**config.mk**
```make
export PLATFORM = sky130hd
export DESIGN_NAME = alu_arbiter
export DESIGN_NICKNAME = d
export VERILOG_FILES = /design/src/rtl/alu_arbiter.sv
export SDC_FILE = /design/constraint.sdc
export NUM_CORES = 1
export LEC_CHECK = 0
export CAP_MARGIN = 5
export CORE_MARGIN = 2
export CORE_UTILIZATION = 44
export DETAILED_ROUTE_END_ITERATION = 8
export GPL_TIMING_DRIVEN = 0
export PLACE_DENSITY_LB_ADDON = 0.2
export SYNTH_ARGS = -nofsm -noshare
export SYNTH_HDL_FRONTEND = slang
export SYNTH_SLANG_ARGS = --single-unit
```
**constraint.sdc**
```tcl
create_clock -name clk -period 3.04 [get_ports clk]
set_input_delay 0.304 -clock clk [delete_from_list [all_inputs] [get_ports clk]]
set_output_delay 0.304 -clock clk [all_outputs]
set_load 0.005 [all_outputs]
```
**src/rtl/alu_arbiter.sv**
```systemverilog
// Two-requester front end for a shared ALU: arbitration, operand capture and per-requester flag contexts.
// Define ALU_ARB_FIXED_PRIO_EN for fixed priority (requester 0 wins ties); default build is round-robin.
module alu_arbiter (
    input  logic       clk,
    input  logic       rst,
    input  logic       req0,
    input  logic [3:0] op0,
    input  logic [7:0] a0,
    input  logic [7:0] b0,
    input  logic       req1,
    input  logic [3:0] op1,
    input  logic [7:0] a1,
    input  logic [7:0] b1,
    output logic       gnt0,
    output logic       gnt1,
    output logic       res_vld0,
    output logic       res_vld1,
    output logic [7:0] res_data,
    output logic [7:0] res_flags,
    output logic [7:0] flags0,
    output logic [7:0] flags1,
    output logic       busy,
    output logic [7:0] alu_a,
    output logic [7:0] alu_b,
    output logic [3:0] alu_op,
    output logic [7:0] alu_flags_in,
    input  logic [7:0] alu_result,
    input  logic [7:0] alu_flags_out
);

    localparam logic [1:0] IDLE = 2'd0;
    localparam logic [1:0] EXEC = 2'd1;
    localparam logic [1:0] RESP = 2'd2;

    logic [1:0] state;
    logic       owner;
    logic       pick1;
    logic       grant;

`ifdef ALU_ARB_FIXED_PRIO_EN
    always_comb begin
        pick1 = !req0 && req1;
    end
`else
    logic last;

    // On a tie the requester not granted last wins.
    always_comb begin
        pick1 = req1;
        if (req0 && req1) begin
            pick1 = !last;
        end
    end

    always_ff @(posedge clk or posedge rst) begin
        if (rst) begin
            last <= 1'b1;
        end else if (grant) begin
            last <= pick1;
        end
    end
`endif

    assign grant    = (state == IDLE) && (req0 || req1);
    assign gnt0     = grant && !pick1;
    assign gnt1     = grant && pick1;
    assign res_vld0 = (state == RESP) && !owner;
    assign res_vld1 = (state == RESP) && owner;
    assign busy     = (state != IDLE);

    always_ff @(posedge clk or posedge rst) begin
        if (rst) begin
            state        <= IDLE;
            owner        <= 1'b0;
            res_data     <= 8'h00;
            res_flags    <= 8'h00;
            flags0       <= 8'h00;
            flags1       <= 8'h00;
            alu_a        <= 8'h00;
            alu_b        <= 8'h00;
            alu_op       <= 4'h0;
            alu_flags_in <= 8'h00;
        end else begin
            case (state)
                IDLE: begin
                    if (grant) begin
                        state        <= EXEC;
                        owner        <= pick1;
                        alu_op       <= pick1 ? op1 : op0;
                        alu_a        <= pick1 ? a1 : a0;
                        alu_b        <= pick1 ? b1 : b0;
                        alu_flags_in <= pick1 ? flags1 : flags0;
                    end
                end
                EXEC: begin
                    state     <= RESP;
                    res_data  <= alu_result;
                    res_flags <= alu_flags_out;
                    if (owner) begin
                        flags1 <= alu_flags_out;
                    end else begin
                        flags0 <= alu_flags_out;
                    end
                end
                RESP: begin
                    state <= IDLE;
                end
                default: begin
                    state <= IDLE;
                end
            endcase
        end
    end

endmodule
```
Word-level counts from Yosys, hierarchy flattened
Cells that the tools add are included.

Eq/ne operators: 3. Bitwise gates (word level): 1. Mux-type cells: 7. Reduce and logical (&&, ||, !) cells: 15.

Operators with widths (count): 8-bit 2-to-1 mux (3); 1-bit logical AND (6); 2-bit AND reduction (3); 4-bit 2-to-1 mux (1); 2-bit one-hot mux with 2 select lines (1); 1-bit logical NOT (3); 2-bit by 1-bit equality test with 1-bit output, second input constant (1); 2-bit equality test, second input constant (1); 2-bit logical NOT (1); 2-bit 2-to-1 mux (1); 2-bit inequality test, second input constant (1); 2-bit nonzero test (1); 1-bit logical OR (1); 1-bit 2-to-1 mux (1); 1-bit NOT (1).

Register bits: 64.

Longest topological paths before layout
Depth in word-level cells: 4. Depth in mapped cells: 6. Depth with buffers taken out: 4.

Least setup slack after synthesis
OpenSTA, ideal clock, no wires.

Path kind: register to register. Start point: reg last. End point: reg alu_a[0]. Buffers on the path: 2. Data required time: 2914 ps. Arrival: 1268 ps. Setup time: 126 ps. Setup slack: 1646 ps. Stages on the path, launching flop included: 7. Cells stage by stage: dfstp_2 -> nand2_1 -> nand3_1 -> inv_2 -> buf_2 -> buf_6 -> a221o_1.

Longest elaborated chain between the ends: 3.

Ends and longest elaborated chain: start: declaration (line 45) `logic last;`; start signal: assignment (line 59) `last <= pick1;`; 1-bit logical NOT (line 51) `pick1 = !last;`; 1-bit 2-to-1 mux (line 50) `if (req0 && req1) begin`; 8-bit 2-to-1 mux (line 90) `alu_a <= pick1 ? a1 : a0;`; end signal: assignment (line 90); end: declaration (line 23) `output logic [7:0] alu_a,`.

Every way passes these cells. A chain may end at the register's enable or synchronous reset.

Final worst setup path
Start point: reg state[0]. End point: out gnt1.

Longest elaborated chain between the ends: 3.

Ends and longest elaborated chain: start: declaration (line 35) `logic [1:0] state;`; start signal: assignment (line 73) `state <= IDLE;`; start signal: assignment (line 87) `state <= EXEC;`; start signal: assignment (line 96) `state <= RESP;`; 2-bit logical NOT (line 64) `assign grant = (state == IDLE) && (req0 || req1);`; 1-bit logical AND (line 64); 1-bit logical AND (line 66) `assign gnt1 = grant && pick1;`; end: declaration (line 15) `output logic gnt1,`.

Every way passes these cells.

==> impl_metrics.json <==
{
  "cap_violations": 0,
  "worstSetupPathType": "register to primary output",
  "clk_latency_ns": 0.33,
  "drive_gt1_share_pct": 13.9,
  "seq_area_um2": 1600,
  "antenna_found_initial": 0,
  "cts_sinks": 64,
  "coreArea_um2": 5890,
  "cp-end-kind": "primary output",
  "maxSlewHeadroom_pct": 56.9,
  "avgSynthCellArea_um2": 12.1,
  "vias": 2257,
  "multi_input_area_um2": 948,
  "yosysSeqAreaShare_pct": 60.3,
  "postRouteAntennaNets": 0,
  "path_max_fanout": 10,
  "period_share_pct": 74.2,
  "worst_ep_arrival_time_ns": 1.95,
  "maxSlewViolCount": 0,
  "routabilityCongestion": 0.676,
  "first_pass_iters": 4,
  "max-vdd-ir-drop_mv": 0.622,
  "grt_pass1_vias": 2164,
  "cp_slowest_stage_delay_ns": 0.56,
  "synth_area_um2": 2660,
  "status": "completed",
  "p_comb_share_pct": 47.5,
  "hp-class": "primary input to async pin",
  "vias_per_cell": 5.20,
  "p_seq_share_pct": 35.2,
  "cts_setup_buffers": 0,
  "crit_family": "buffers and inverters",
  "clk_pin_slew_ns": 0.07,
  "h-tree-depth": 3,
  "clk_path_buf_depth": 2,
  "fillers": 470,
  "final_cell_mix": "clkdlybuf4s50_1 (124), dfrtp_1 (63), nand2_1 (51)",
  "syn2layout_area_growth_pct": 58.5,
  "row_count": 28,
  "drc_errors": 0,
  "io_buffers": 124,
  "power.leakage_uw": 0.00185,
  "worst_slew_pin_slew_ns": 0.645,
  "power_density_nw_per_um2": 1050,
  "timing.hold.ws_ns": 0.379,
  "path_buf_inv": 3,
  "numCtsBuffers": 9,
  "hold_viol": 0,
  "period_minus_slack_ns": 2.26,
  "p_clk_share_pct": 17.4,
  "antenna_cells": 0,
  "nets": 415,
  "die_y_um": 81.8,
  "die_area_um2": 6680,
  "switching_power_uw": 1370,
  "cts.root.buffer_cell": "clkbuf_8",
  "setup_violations": 0,
  "p_int_uw": 3040,
  "ys_warn_count": 0,
  "grt_pass1_wl_um": 11000,
  "synth_cell_types": 23,
  "finalNonFillerCells": 434,
  "grt_start_max_net_pins": 37,
  "wl_um": 7260,
  "skew_ns": 0.00594,
  "overflow": 0,
  "hpwl_um": 5150,
  "synth_nets": 279,
  "drtIter0Drc": 55,
  "ctsResizeCount": 0,
  "critical_path.startpoint_type": "register",
  "start_util_pct": 45.2,
  "dp_cells": 419,
  "rsz0062_at_grt": "false",
  "cts_tree": "built",
  "syn_inst": 219,
  "track_usage_pct": 22.3,
  "cts-hold-fix-buffers": 0,
  "post_drt_wl_per_cell_um": 16.7,
  "crit_slowest_cell": "clkdlybuf4s50_1",
  "clock.fmax_mhz": 443,
  "path_cells": "nor2_2 -> nand3_1 -> inv_2 -> buf_2 -> clkdlybuf4s50_1",
  "final_common_cell": "clkdlybuf4s50_1",
  "fp.dieW_um": 81.8,
  "ios": 125,
  "power_uw": 4410,
  "cp.required_ns": 2.74,
  "postSynthRegisterBits": 64,
  "swShare_pct": 31.0,
  "finalSetupTns_ns": 0
}
==> sequential cells by signal, indices dropped and copies added (netlist names) <==
register,count
alu_a,8
res_data,8
alu_b,8
owner,1
flags0,8
alu_op,4
last,1
alu_flags_in,8
flags1,8
res_flags,8
state,2
==> cell type report <==
type | instances | share of cell area, %
sequential | 64 | 38.0
timing repair buffer | 125 | 29.9
multi-input combinational | 136 | 22.5
clock buffer | 11 | 3.12
tap | 75 | 2.23
buffer | 15 | 2.17
clock inverter | 4 | 1.66
inverter | 4 | 0.415
==> synth_stat cells <==
master    number  area share, %
nor2_4         1           0.42
nand2b_1       2           0.47
nor3b_1        1           0.28
dfstp_2        1           0.99
and3_4         1           0.42
dfrtp_1       63             59
clkbuf_1       4           0.56
nand2_2        1           0.24
nor2_2         1           0.24
o21a_1        28            7.9
inv_4          1           0.24
mux2_2        16            6.8
inv_2          2           0.28
nand3_1        1           0.19
o21ai_0        2           0.38
inv_1          1           0.14
nand2_1       51            7.2
and3b_1        1           0.33
nor2_1         2           0.28
buf_2          7            1.3
a221o_1       28             11
buf_4          1           0.28
buf_6          3            1.3
==> worst register-to-register path, cell delays in order (launching register included) <==
cell and delay (ns):
dfstp_2 0.54, nand2_1 0.05, nand3_1 0.14, inv_2 0.05, buf_2 0.19, buf_6 0.17
a221o_1 0.31
==> path summary, 6_finish.rpt <==
check | start | to | slack [ns] | cells after the start
worst max-delay path | state[0]$_DFFE_PP0P_ | gnt1 | 0.78 | 5
min in group clk | res_data[5]$_DFFE_PP0N_ | res_data[5]$_DFFE_PP0N_ | 0.48 | 2
worst max register to register | last$_DFFE_PP1P_ | alu_b[5]$_DFFE_PP0P_ | 1.48 | 6
worst min register to register | res_data[5]$_DFFE_PP0N_ | res_data[5]$_DFFE_PP0N_ | 0.48 | 2
worst min-delay path | rst | res_data[1]$_DFFE_PP0N_ | 0.38 | 2
max in group asynchronous | rst | last$_DFFE_PP1P_ | 1.98 | 3
==> power groups by stage <==
| stage | Clock [uW] | Sequential [uW] | Combinational (uW) |
|---|---|---|---|
| floorplan | 0 | 1570 | 929 |
| global placement | 0 | 1530 | 2070 |
| detailed placement | 0 | 1560 | 2110 |
| CTS | 784 | 1550 | 2130 |
| global route | 815 | 1600 | 2280 |
| finish | 765 | 1550 | 2090 |
==> stage by stage <==
step	worst slack, ns	utilization (%)	cell area [um^2]
3_3_place_gp	0.00934	67.9	4000
4_1_cts	0.753	71.6	4220
5_1_grt	0.682	71.6	4220
2_1_floorplan	1.14	-	2660
3_5_place_dp	0.904	68.2	4020
6_report	0.785	71.6	4220
==> per-layer routing <==
layer	vias to the layer above	GRT usage (%)	part of all wire (%)
met4	0	9.00	1.1
li1	1062	-	-
met5	-	0	0
met2	91	35.8	49
met3	7	7.03	9.1
met1	1097	28.1	40
==> cells by family (layout without fill, tap and decap cells) <==
family	after synthesis	after routing	share of synthesized area, %
DFF	64	64	60.3
muxes	16	16	6.77
and+or+nand+nor	62	62	10.1
buffers and inverters	19	159	4.09
AOI/OAI and AO/OA	58	58	18.8
Note: power is estimated with default switching activity, not from simulation.
